[src/rtl/sms4_pkg.sv]
// sms4_pkg: shared constants and helpers for the iterative SMS4 (SM4) core.
//   state_e : controller states
//   SBOX    : byte substitution table used by tau
//   FK, CK  : key-schedule system and round constants
//   rotl32  : 32-bit rotate-left
package sms4_pkg;

  typedef enum logic [1:0] {
    ST_IDLE  = 2'd0,
    ST_KEXP  = 2'd1,
    ST_CRYPT = 2'd2
  } state_e;

  localparam logic [7:0] SBOX [256] = '{
    8'hd6, 8'h90, 8'he9, 8'hfe, 8'hcc, 8'he1, 8'h3d, 8'hb7, 8'h16, 8'hb6, 8'h14, 8'hc2, 8'h28, 8'hfb, 8'h2c, 8'h05,
    8'h2b, 8'h67, 8'h9a, 8'h76, 8'h2a, 8'hbe, 8'h04, 8'hc3, 8'haa, 8'h44, 8'h13, 8'h26, 8'h49, 8'h86, 8'h06, 8'h99,
    8'h9c, 8'h42, 8'h50, 8'hf4, 8'h91, 8'hef, 8'h98, 8'h7a, 8'h33, 8'h54, 8'h0b, 8'h43, 8'hed, 8'hcf, 8'hac, 8'h62,
    8'he4, 8'hb3, 8'h1c, 8'ha9, 8'hc9, 8'h08, 8'he8, 8'h95, 8'h80, 8'hdf, 8'h94, 8'hfa, 8'h75, 8'h8f, 8'h3f, 8'ha6,
    8'h47, 8'h07, 8'ha7, 8'hfc, 8'hf3, 8'h73, 8'h17, 8'hba, 8'h83, 8'h59, 8'h3c, 8'h19, 8'he6, 8'h85, 8'h4f, 8'ha8,
    8'h68, 8'h6b, 8'h81, 8'hb2, 8'h71, 8'h64, 8'hda, 8'h8b, 8'hf8, 8'heb, 8'h0f, 8'h4b, 8'h70, 8'h56, 8'h9d, 8'h35,
    8'h1e, 8'h24, 8'h0e, 8'h5e, 8'h63, 8'h58, 8'hd1, 8'ha2, 8'h25, 8'h22, 8'h7c, 8'h3b, 8'h01, 8'h21, 8'h78, 8'h87,
    8'hd4, 8'h00, 8'h46, 8'h57, 8'h9f, 8'hd3, 8'h27, 8'h52, 8'h4c, 8'h36, 8'h02, 8'he7, 8'ha0, 8'hc4, 8'hc8, 8'h9e,
    8'hea, 8'hbf, 8'h8a, 8'hd2, 8'h40, 8'hc7, 8'h38, 8'hb5, 8'ha3, 8'hf7, 8'hf2, 8'hce, 8'hf9, 8'h61, 8'h15, 8'ha1,
    8'he0, 8'hae, 8'h5d, 8'ha4, 8'h9b, 8'h34, 8'h1a, 8'h55, 8'had, 8'h93, 8'h32, 8'h30, 8'hf5, 8'h8c, 8'hb1, 8'he3,
    8'h1d, 8'hf6, 8'he2, 8'h2e, 8'h82, 8'h66, 8'hca, 8'h60, 8'hc0, 8'h29, 8'h23, 8'hab, 8'h0d, 8'h53, 8'h4e, 8'h6f,
    8'hd5, 8'hdb, 8'h37, 8'h45, 8'hde, 8'hfd, 8'h8e, 8'h2f, 8'h03, 8'hff, 8'h6a, 8'h72, 8'h6d, 8'h6c, 8'h5b, 8'h51,
    8'h8d, 8'h1b, 8'haf, 8'h92, 8'hbb, 8'hdd, 8'hbc, 8'h7f, 8'h11, 8'hd9, 8'h5c, 8'h41, 8'h1f, 8'h10, 8'h5a, 8'hd8,
    8'h0a, 8'hc1, 8'h31, 8'h88, 8'ha5, 8'hcd, 8'h7b, 8'hbd, 8'h2d, 8'h74, 8'hd0, 8'h12, 8'hb8, 8'he5, 8'hb4, 8'hb0,
    8'h89, 8'h69, 8'h97, 8'h4a, 8'h0c, 8'h96, 8'h77, 8'h7e, 8'h65, 8'hb9, 8'hf1, 8'h09, 8'hc5, 8'h6e, 8'hc6, 8'h84,
    8'h18, 8'hf0, 8'h7d, 8'hec, 8'h3a, 8'hdc, 8'h4d, 8'h20, 8'h79, 8'hee, 8'h5f, 8'h3e, 8'hd7, 8'hcb, 8'h39, 8'h48
  };

  localparam logic [31:0] FK [4] = '{
    32'ha3b1bac6, 32'h56aa3350, 32'h677d9197, 32'hb27022dc
  };

  localparam logic [31:0] CK [32] = '{
    32'h00070e15, 32'h1c232a31, 32'h383f464d, 32'h545b6269,
    32'h70777e85, 32'h8c939aa1, 32'ha8afb6bd, 32'hc4cbd2d9,
    32'he0e7eef5, 32'hfc030a11, 32'h181f262d, 32'h343b4249,
    32'h50575e65, 32'h6c737a81, 32'h888f969d, 32'ha4abb2b9,
    32'hc0c7ced5, 32'hdce3eaf1, 32'hf8ff060d, 32'h141b2229,
    32'h30373e45, 32'h4c535a61, 32'h686f767d, 32'h848b9299,
    32'ha0a7aeb5, 32'hbcc3cad1, 32'hd8dfe6ed, 32'hf4fb0209,
    32'h10171e25, 32'h2c333a41, 32'h484f565d, 32'h646b7279
  };

  localparam logic [127:0] FK_WORD = {FK[0], FK[1], FK[2], FK[3]};

  function automatic logic [31:0] rotl32(input logic [31:0] x, input int unsigned n);
    return (x << n) | (x >> (32 - n));
  endfunction

endpackage

[src/rtl/sms4_tau.sv]
// sms4_tau: SMS4 nonlinear layer, one S-box lookup per byte, combinational.
//   a_i : 32-bit input word
//   b_o : substituted word
module sms4_tau
  import sms4_pkg::*;
(
  input  logic [31:0] a_i,
  output logic [31:0] b_o
);

  assign b_o = {SBOX[a_i[31:24]], SBOX[a_i[23:16]], SBOX[a_i[15:8]], SBOX[a_i[7:0]]};

endmodule

[src/rtl/ars_sms4.sv]
// ars_sms4: iterative SMS4 cipher, one round per clock, with stored round keys.
//   clk, reset    : clock, synchronous active-high reset
//   kin, kvld, load : master key, key control, key-load request
//   din, enc, start : input block, direction, block request
//   kout, kstr    : final key-schedule words and completion pulse
//   dout, ready   : result block and completion pulse
//   busy          : expansion or cipher rounds in progress
//
// state    | meaning
// ---------+---------------------------------------------------------
// ST_IDLE  | waiting; accepts key load (priority) or block request
// ST_KEXP  | rounds 0..31 produce rk_i; step 32 publishes kout/kstr
// ST_CRYPT | rounds 0..31 update X; step 32 publishes dout/ready
module ars_sms4
  import sms4_pkg::*;
(
  input  logic         clk,
  input  logic         reset,
  input  logic [127:0] kin,
  input  logic [127:0] din,
  input  logic         start,
  input  logic         enc,
  input  logic         load,
  input  logic [1:0]   kvld,
  output logic [127:0] kout,
  output logic [127:0] dout,
  output logic         busy,
  output logic         ready,
  output logic         kstr
);

  state_e         state_q, state_d;
  logic [5:0]     rnd_q, rnd_d;
  logic [127:0]   key_q, key_d;
  logic [127:0]   x_q, x_d;
  logic           enc_q, enc_d;
  logic           kvalid_q, kvalid_d;
  logic [127:0]   kout_q, kout_d;
  logic [127:0]   dout_q, dout_d;
  logic           ready_q, ready_d;
  logic           kstr_q, kstr_d;
  logic           rk_we;
  logic           accept_en;
  logic [31:0]    rkf_q [32];

  logic [31:0]    k_tin, k_tout, rk_new;
  logic [31:0]    x_tin, x_tout, x_new;
  logic [4:0]     rk_idx;
  logic [31:0]    rk_sel;

  assign k_tin  = key_q[95:64] ^ key_q[63:32] ^ key_q[31:0] ^ CK[rnd_q[4:0]];
  assign rk_new = key_q[127:96] ^ k_tout ^ rotl32(k_tout, 13) ^ rotl32(k_tout, 23);

  // Decryption walks the same key file backwards.
  assign rk_idx = enc_q ? rnd_q[4:0] : (5'd31 - rnd_q[4:0]);
  assign rk_sel = rkf_q[rk_idx];
  assign x_tin  = x_q[95:64] ^ x_q[63:32] ^ x_q[31:0] ^ rk_sel;
  assign x_new  = x_q[127:96] ^ x_tout ^ rotl32(x_tout, 2) ^ rotl32(x_tout, 10)
                ^ rotl32(x_tout, 18) ^ rotl32(x_tout, 24);

  sms4_tau u_tau_key (
    .a_i (k_tin),
    .b_o (k_tout)
  );

  sms4_tau u_tau_data (
    .a_i (x_tin),
    .b_o (x_tout)
  );

  always_comb begin
    state_d   = state_q;
    rnd_d     = rnd_q;
    key_d     = key_q;
    x_d       = x_q;
    enc_d     = enc_q;
    kvalid_d  = kvalid_q;
    kout_d    = kout_q;
    dout_d    = dout_q;
    ready_d   = 1'b0;
    kstr_d    = 1'b0;
    rk_we     = 1'b0;
    accept_en = 1'b0;

    case (state_q)
      ST_IDLE: accept_en = 1'b1;
      ST_KEXP: begin
        if (rnd_q == 6'd32) begin
          kvalid_d  = 1'b1;
          kout_d    = key_q;
          kstr_d    = 1'b1;
          state_d   = ST_IDLE;
          accept_en = 1'b1;
        end else begin
          rk_we = 1'b1;
          key_d = {key_q[95:0], rk_new};
          rnd_d = rnd_q + 6'd1;
        end
      end
      ST_CRYPT: begin
        if (rnd_q == 6'd32) begin
          dout_d    = {x_q[31:0], x_q[63:32], x_q[95:64], x_q[127:96]};
          ready_d   = 1'b1;
          state_d   = ST_IDLE;
          accept_en = 1'b1;
        end else begin
          x_d   = {x_q[95:0], x_new};
          rnd_d = rnd_q + 6'd1;
        end
      end
      default: state_d = ST_IDLE;
    endcase

    // The completion step doubles as an idle cycle so back-to-back work loses
    // no clock; kvalid_d already reflects a key finishing on this same edge.
    if (accept_en) begin
      if (load && (kvld == 2'b01)) begin
        key_d    = kin ^ FK_WORD;
        kvalid_d = 1'b0;
        rnd_d    = '0;
        state_d  = ST_KEXP;
      end else if (start && kvld[1] && kvalid_d) begin
        x_d     = din;
        enc_d   = enc;
        rnd_d   = '0;
        state_d = ST_CRYPT;
      end
    end
  end

  always_ff @(posedge clk) begin
    if (reset) begin
      state_q  <= ST_IDLE;
      rnd_q    <= '0;
      key_q    <= '0;
      x_q      <= '0;
      enc_q    <= 1'b0;
      kvalid_q <= 1'b0;
      kout_q   <= '0;
      dout_q   <= '0;
      ready_q  <= 1'b0;
      kstr_q   <= 1'b0;
    end else begin
      state_q  <= state_d;
      rnd_q    <= rnd_d;
      key_q    <= key_d;
      x_q      <= x_d;
      enc_q    <= enc_d;
      kvalid_q <= kvalid_d;
      kout_q   <= kout_d;
      dout_q   <= dout_d;
      ready_q  <= ready_d;
      kstr_q   <= kstr_d;
    end
  end

  // Round keys survive reset; kvalid_q guards their use.
  always_ff @(posedge clk) begin
    if (rk_we) rkf_q[rnd_q[4:0]] <= rk_new;
  end

  assign busy  = (state_q != ST_IDLE);
  assign ready = ready_q;
  assign kstr  = kstr_q;
  assign kout  = kout_q;
  assign dout  = dout_q;

endmodule

[config.mk]
export PLATFORM = sky130hd
export DESIGN_NAME = ars_sms4
export DESIGN_NICKNAME = d
export VERILOG_FILES = /design/src/rtl/sms4_pkg.sv /design/src/rtl/sms4_tau.sv /design/src/rtl/ars_sms4.sv
export SDC_FILE = /design/constraint.sdc
export NUM_CORES = 2
export LEC_CHECK = 0
export CORE_ASPECT_RATIO = 1.25
export CORE_UTILIZATION = 55
export DETAILED_ROUTE_END_ITERATION = 10
export PLACE_DENSITY = 0.83
export SETUP_SLACK_MARGIN = 0.1
export SLEW_MARGIN = 20
export SYNTH_ARGS = -nofsm -noshare
export SYNTH_HDL_FRONTEND = slang
export SYNTH_HIERARCHICAL = 1
export SYNTH_SLANG_ARGS = --single-unit
[constraint.sdc]
create_clock -name clk -period 6.2 [get_ports clk]
set_clock_uncertainty 0.2 [all_clocks]
set_input_delay 1.24 -clock clk [delete_from_list [all_inputs] [get_ports clk]]
set_output_delay 1.24 -clock clk [all_outputs]
set_load 0.02 [all_outputs]
==> reports/qor.log, run 1 <==
qor: run_status.run_status did not finish
qor: run_status.failing_step 5_1_grt
qor: run_status.run.stop_error [ERROR GRT-0116] Global routing finished with congestion. Check the congestion regions in the DRC Viewer.
qor: floorplanning.die_width 379 µm
qor: clock_tree.cts_buffer_depth 3
qor: floorplanning.row_count 172
qor: yosys.post_synth_instance_area 97800 µm²
qor: clock_tree.numCtsBuffers 148
qor: yosys.synth-warning-count 6
qor: grt.globalRoute.totalOverflow 3433
qor: clock_tree.post_cts_hold_buffer_count 0
qor: placed_design.detailedPlacementHpwl 355 mm
qor: placed_design.post-place-ws -0.472 ns
qor: yosys.yosys.cell_count.top_type nand2_1
qor: floorplanning.initial_utilization 55.5%
qor: yosys.synth_top_family_by_area compound AO/OA/AOI/OAI gates
qor: yosys.synthCells 9886
qor: grt.grt_first_pass_wirelength 983 mm
qor: grt.maximum_number_of_pins_on_one_net_before_global_route_repair 190
qor: yosys.postSynth.topFlopCell edfxtp_1
qor: yosys.post-synth-top-area-cell edfxtp_1
qor: yosys.synth-simple-area-share 14.9%
qor: yosys.synthDominantCellAreaShare 31.4%
qor: grt.via_count_of_the_first_global_routing_pass 117k
qor: clock_tree.cts_htree_levels 4
qor: yosys.post_synthesis_compound_gate_area_fraction 18.4%
qor: yosys.synth.net_count 10.3k
qor: yosys.yosysSeqAreaShare 42.2%
qor: yosys.yosys.area_share.adder 1.48%
qor: yosys.post_synth_main_area_contributors edfxtp_1 (31%), dfxtp_1 (11%), mux4_2 (8.3%)
qor: yosys.post_synth_xor_area_fraction 3.87%
qor: yosys.postSynthAreaPerCell 9.89 µm²
qor: clock_tree.root_buffer clkbuf_16
qor: clock_tree.numClockSinks 1548
qor: floorplanning.die_h 474 µm
qor: yosys.synth-async-reset-ratio 0%
qor: yosys.synth.top_cells.by_count nand2_1 (1503), edfxtp_1 (1024), a21oi_1 (715)
qor: yosys.post_synth_mux_area_share 14.0%
qor: yosys.number_of_register_bits_inferred_by_synthesis 1548
qor: grt.global_route.usage.total 77.8%
qor: placed_design.portBuffers 521
qor: yosys.post_synthesis_cell_type_count 107
qor: yosys.synth_edf_count 1024
qor: placed_design.place_congestion 1.12
qor: floorplanning.design.portCount 522
-- metrics by stage --
step | cell area [µm²] | cells | hold WS [ns] | util (%)
floorplan | 97800 | 9886 | 0.258 | -
CTS | 120000 | 13400 | 0.255 | 67.8
detailed placement | 114000 | 13100 | 0.246 | 64.5
global placement | 114000 | 13100 | 0.241 | 64.5
-- routing by layer --
layer  GRT usage, %  overflow
met1           79.6      1174
met2           91.1       917
met3           67.3       774
met4           68.7       455
met5           45.4       113
-- kinds of logic after synthesis --
logic type                 after synthesis
xor gates and xnor gates               432
buffers and inverters                 1075
adders and majority gates              116
AOI/OAI and AO/OA                     2670
DFF                                   1548
muxes                                  857
and+or+nand+nor                       3188
-- timing repair --
| item | in CTS |
|---|---|
| pin swaps | 4 |
| endpoints found under the setup margin | 32 |
| cloned | 3 |
| resized for setup | 90 |
| endpoints found under the hold margin | 0 |
| setup buffers | 17 |
==> run 2: changes to the inputs <==
- CORE_ASPECT_RATIO: 1.25 -> unset
- CORE_UTILIZATION: 55 -> 40
- PLACE_DENSITY: 0.83 -> unset
- PLACE_DENSITY_LB_ADDON: unset -> 0.15
- SETUP_SLACK_MARGIN: 0.1 -> unset
- clock period: 6.2 -> 8.1 ns (I/O delays scaled with it)
==> run 2 against run 1 <==
Against the previous run:
- the run now ends clean
- area after synthesis did not move
- synthesized cell count unchanged
==> reports/qor.log, run 2 <==
qor: timing.setup_tns 0 ns
qor: grt.number_of_antenna_violations_at_the_first_check_in_global_routing 29
qor: grt.global_route.usage.total 35.5%
qor: run.maxcap_viol_count 0
qor: timing.hold_viol_final 0
qor: setup_path.ff2ff_path_depth 23
qor: final_layout.layoutNonFillerInstCount 13.5k
qor: setup_path.timing.rr.end x_q[20]
qor: power_and_ir_drop.power.static_leakage 35.8 nW
qor: final_layout.nFillCells 23.0k
qor: run_status.run_status complete, no violations [was did not finish]
qor: yosys.postSynth.topFlopCell edfxtp_1 [unchanged]
qor: drt.drt_wl_total 453 mm
qor: yosys.yosys.area_share.adder 1.48% [unchanged]
qor: final_layout.final_util 46.8%
qor: yosys.number_of_register_bits_inferred_by_synthesis 1548 [unchanged]
qor: hold_path.holdPathStages 2
qor: setup_path.worstReg2RegStart rnd_q[1]
qor: yosys.synthDominantCellAreaShare 31.4% [unchanged]
qor: yosys.synthCells 9886 [unchanged]
qor: hold_path.hold_endpoint dout[56]
qor: floorplanning.die_area 247000 µm²
qor: grt.globalRoute.totalOverflow 0
qor: drt.dr.pass1.iters 7
qor: drt.route.detailed.wl_per_inst 33.6 µm
qor: grt.gr-usage-met2 55.8%
qor: drt.final_antenna_net_count 0
qor: timing.worst_slew_margin_rel 19.2%
qor: floorplanning.initial_utilization 40.2% [was 55.5%]
qor: drt.post-route-drc-count 0
qor: drt.dr.first_iter.drc_count 11.9k
qor: clock_tree.numClockSinks 1548 [unchanged]
qor: yosys.yosysSeqAreaShare 42.2% [unchanged]
qor: floorplanning.row_count 181 [was 172]
qor: setup_path.critical_path_peak_fanout 29
qor: clock_tree.clk-insertion-delay-late 0.91 ns
qor: timing.rsz0062_at_grt no
qor: yosys.synth.net_count 10.3k [unchanged]
qor: yosys.synth-warning-count 6 [unchanged]
qor: timing.timing_max_transition_violations_final 0
qor: grt.maximum_number_of_pins_on_one_net_before_global_route_repair 196
qor: grt.grt_first_pass_wirelength 636 mm
qor: final_layout.largest_register_ffs 1024
qor: yosys.synth_edf_count 1024 [unchanged]
qor: clock_tree.root_buffer clkbuf_16 [unchanged]
qor: power_and_ir_drop.irDropWorstVdd 971 µV
qor: placed_design.dpl.cell_count 13.1k [about the same]
qor: yosys.post_synth_mux_area_share 14.0% [unchanged]
qor: setup_path.crit_required 8.56 ns
qor: timing.clock.fmax 0.130 GHz
qor: yosys.post-synth-top-area-cell edfxtp_1 [unchanged]
qor: final_layout.final_common_cell nand2_1
qor: final_layout.most-common-layout-cells nand2_1 (1495), edfxtp_1 (1024), a21oi_1 (715), nor2_1 (529), clkdlybuf4s50_1 (520)
qor: clock_tree.tritoncts done
qor: floorplanning.die_width 497 µm [was 379 µm]
qor: floorplanning.design.portCount 522 [unchanged]
qor: grt.top_usage_layer met2
qor: setup_path.startpoint rnd_q[1]
qor: final_layout.synthToLayoutAreaGrowth 16.4%
qor: power_and_ir_drop.post-layout-total-power 43.0 mW
qor: power_and_ir_drop.power_density 377 nW/µm²
qor: placed_design.detailedPlacementHpwl 310 mm [was 355 mm]
qor: setup_path.timing.critical_path.to_type register
qor: setup_path.critical_path.n_buffers_inverters 5
qor: timing.timing.final.crit_period 7.67 ns
qor: yosys.synth_top_family_by_area compound AO/OA/AOI/OAI gates [unchanged]
qor: clock_tree.cts_htree_levels 4 [unchanged]
qor: setup_path.crit_type register to register
qor: hold_path.hp-start dout[56]
qor: drt.routed-via-count 89.3k
qor: drt.post_drt_via_cell_ratio 6.64
qor: timing.timing_worst_slew_pin_value 1.21 ns
qor: grt.met3_usage 6.80%
qor: setup_path.critical-path-top-delay-family compound AO/OA/AOI/OAI gates
qor: yosys.post_synth_instance_area 97800 µm² [unchanged]
qor: final_layout.nNetsFinal 10.5k
qor: hold_path.hp-class register to register
qor: yosys.post_synth_main_area_contributors edfxtp_1 (31%), dfxtp_1 (11%), mux4_2 (8.3%) [unchanged]
qor: yosys.synth-simple-area-share 14.9% [unchanged]
qor: floorplanning.die_h 497 µm [was 474 µm]
qor: yosys.post_synth_xor_area_fraction 3.87% [unchanged]
qor: placed_design.place_congestion 1.01 [was 1.12]
qor: setup_path.slack_of_the_worst_reg_to_reg_path 0.43 ns
qor: clock_tree.register_clock_pin_slew_on_the_reported_worst_setup_and_hold_paths 0.06 ns
qor: yosys.yosys.cell_count.top_type nand2_1 [unchanged]
qor: clock_tree.cts_setup_buffers 0 [was 17]
qor: yosys.postSynthAreaPerCell 9.89 µm² [unchanged]
qor: yosys.synth-async-reset-ratio 0% [unchanged]
qor: final_layout.layout-drive-gt1-share 14.3%
qor: yosys.synth.top_cells.by_count nand2_1 (1503), edfxtp_1 (1024), a21oi_1 (715) [unchanged]
qor: floorplanning.placeable_area 243000 µm²
qor: timing.fin_worst_hold_slack 0.252 ns
qor: clock_tree.cts_buffer_depth 3 [unchanged]
qor: yosys.post_synthesis_cell_type_count 107 [unchanged]
qor: clock_tree.numCtsBuffers 171 [was 148]
qor: setup_path.crit_path_top_delay_cell dfxtp_4
qor: grt.global_route.usage.met1 47.5%
qor: setup_path.critical_path.max_stage_delay 0.80 ns
qor: placed_design.portBuffers 521 [unchanged]
qor: setup_path.worstPathArrival 8.14 ns
qor: setup_path.crit_path_cell_trace buf_12 > buf_12 > mux4_1 > mux2_2 > o22ai_1 > nor3_1 > a31oi_1 > buf_4 > xnor2_2 > buf_4 > nor2_1 > o21ai_0 > o21ai_0 > a211oi_1 > a311oi_1 > nor4_1 > buf_4 > xnor2_1 > xnor2_1 > xnor2_1 > nand2_1 > o211ai_1 > a21oi_1
qor: timing.setup_viol 0
qor: grt.via_count_of_the_first_global_routing_pass 84.9k
qor: setup_path.setup.worst_path.start_class register
qor: yosys.post_synthesis_compound_gate_area_fraction 18.4% [unchanged]
qor: timing.finalCritPeriodShare 94.7%
-- run 2: cell counts after synthesis --
No cell type changed its count.
-- run 2: kinds of logic (layout without fill, tap and decap cells) --
group,Yosys count,count (layout)
compound gates,2670,2670
xor+xnor,432,432
simple gates,3188,3188
flops,1548,1548
fa+ha+maj,116,116
mux,857,857
buf+inv,1075,1422
other cells,0,19
-- run 2: per-stage QoR --
step / setup slack (ns) / area (µm²)
2_1_floorplan: 2.19 / 97800
3_3_place_gp: 0.180 / 108000
3_5_place_dp: 0.232 / 108000
4_1_cts: 0.228 / 114000
5_1_grt: 0.0997 / 114000
6_report: 0.427 / 114000
-- run 2: worst min-delay path: stages (launching register included) --
cell and delay, ns:
dfxtp_1 0.30, nand2_1 0.05, a21oi_1 0.05
-- run 2: layout make-up --
class                      count  area, µm²  area share, %
timing repair buffer        1013       9500           8.35
multi-input combinational   7263      52700           46.2
clock inverter               100       1420           1.25
antenna                       19       47.5         0.0418
inverter                      93        349          0.307
tap                         3202       4010           3.52
sequential                  1548      41300           36.2
clock buffer                 216       4610           4.05
-- run 2: worst max-delay path by stage --
stage	to	cells after the start
2_1_floorplan	x_q[31]	25
3_3_place_gp	x_q[3]	23
3_5_place_dp	x_q[21]	23
4_1_cts	x_q[21]	23
5_1_grt	x_q[20]	23
6_report	x_q[20]	23
-- run 2: routing by layer --
layer / routed length [µm] / share of wire (%) / vias up
li1: - / - / 37900
met1: 182000 / 40 / 45100
met2: 205000 / 45 / 5406
met3: 42800 / 9.4 / 953
met4: 22600 / 5.0 / 4
met5: 27 / 0.0060 / -
-- run 2: what timing repair did --
item,4_1_cts,5_1_grt
setup endpoints to repair,0,3
hold buffers,0,0
resized for setup,0,2
-- run 2: power breakdown --
| part | switching, mW | total, mW | internal (mW) |
|---|---|---|---|
| clock | 3.53 | 8.29 | 4.77 |
| sequential | 0.172 | 14.8 | 14.6 |
| combinational | 15.1 | 19.9 | 4.77 |
| total | 18.8 | 43.0 | 24.2 |
Note: power is estimated with default switching activity, not from simulation.
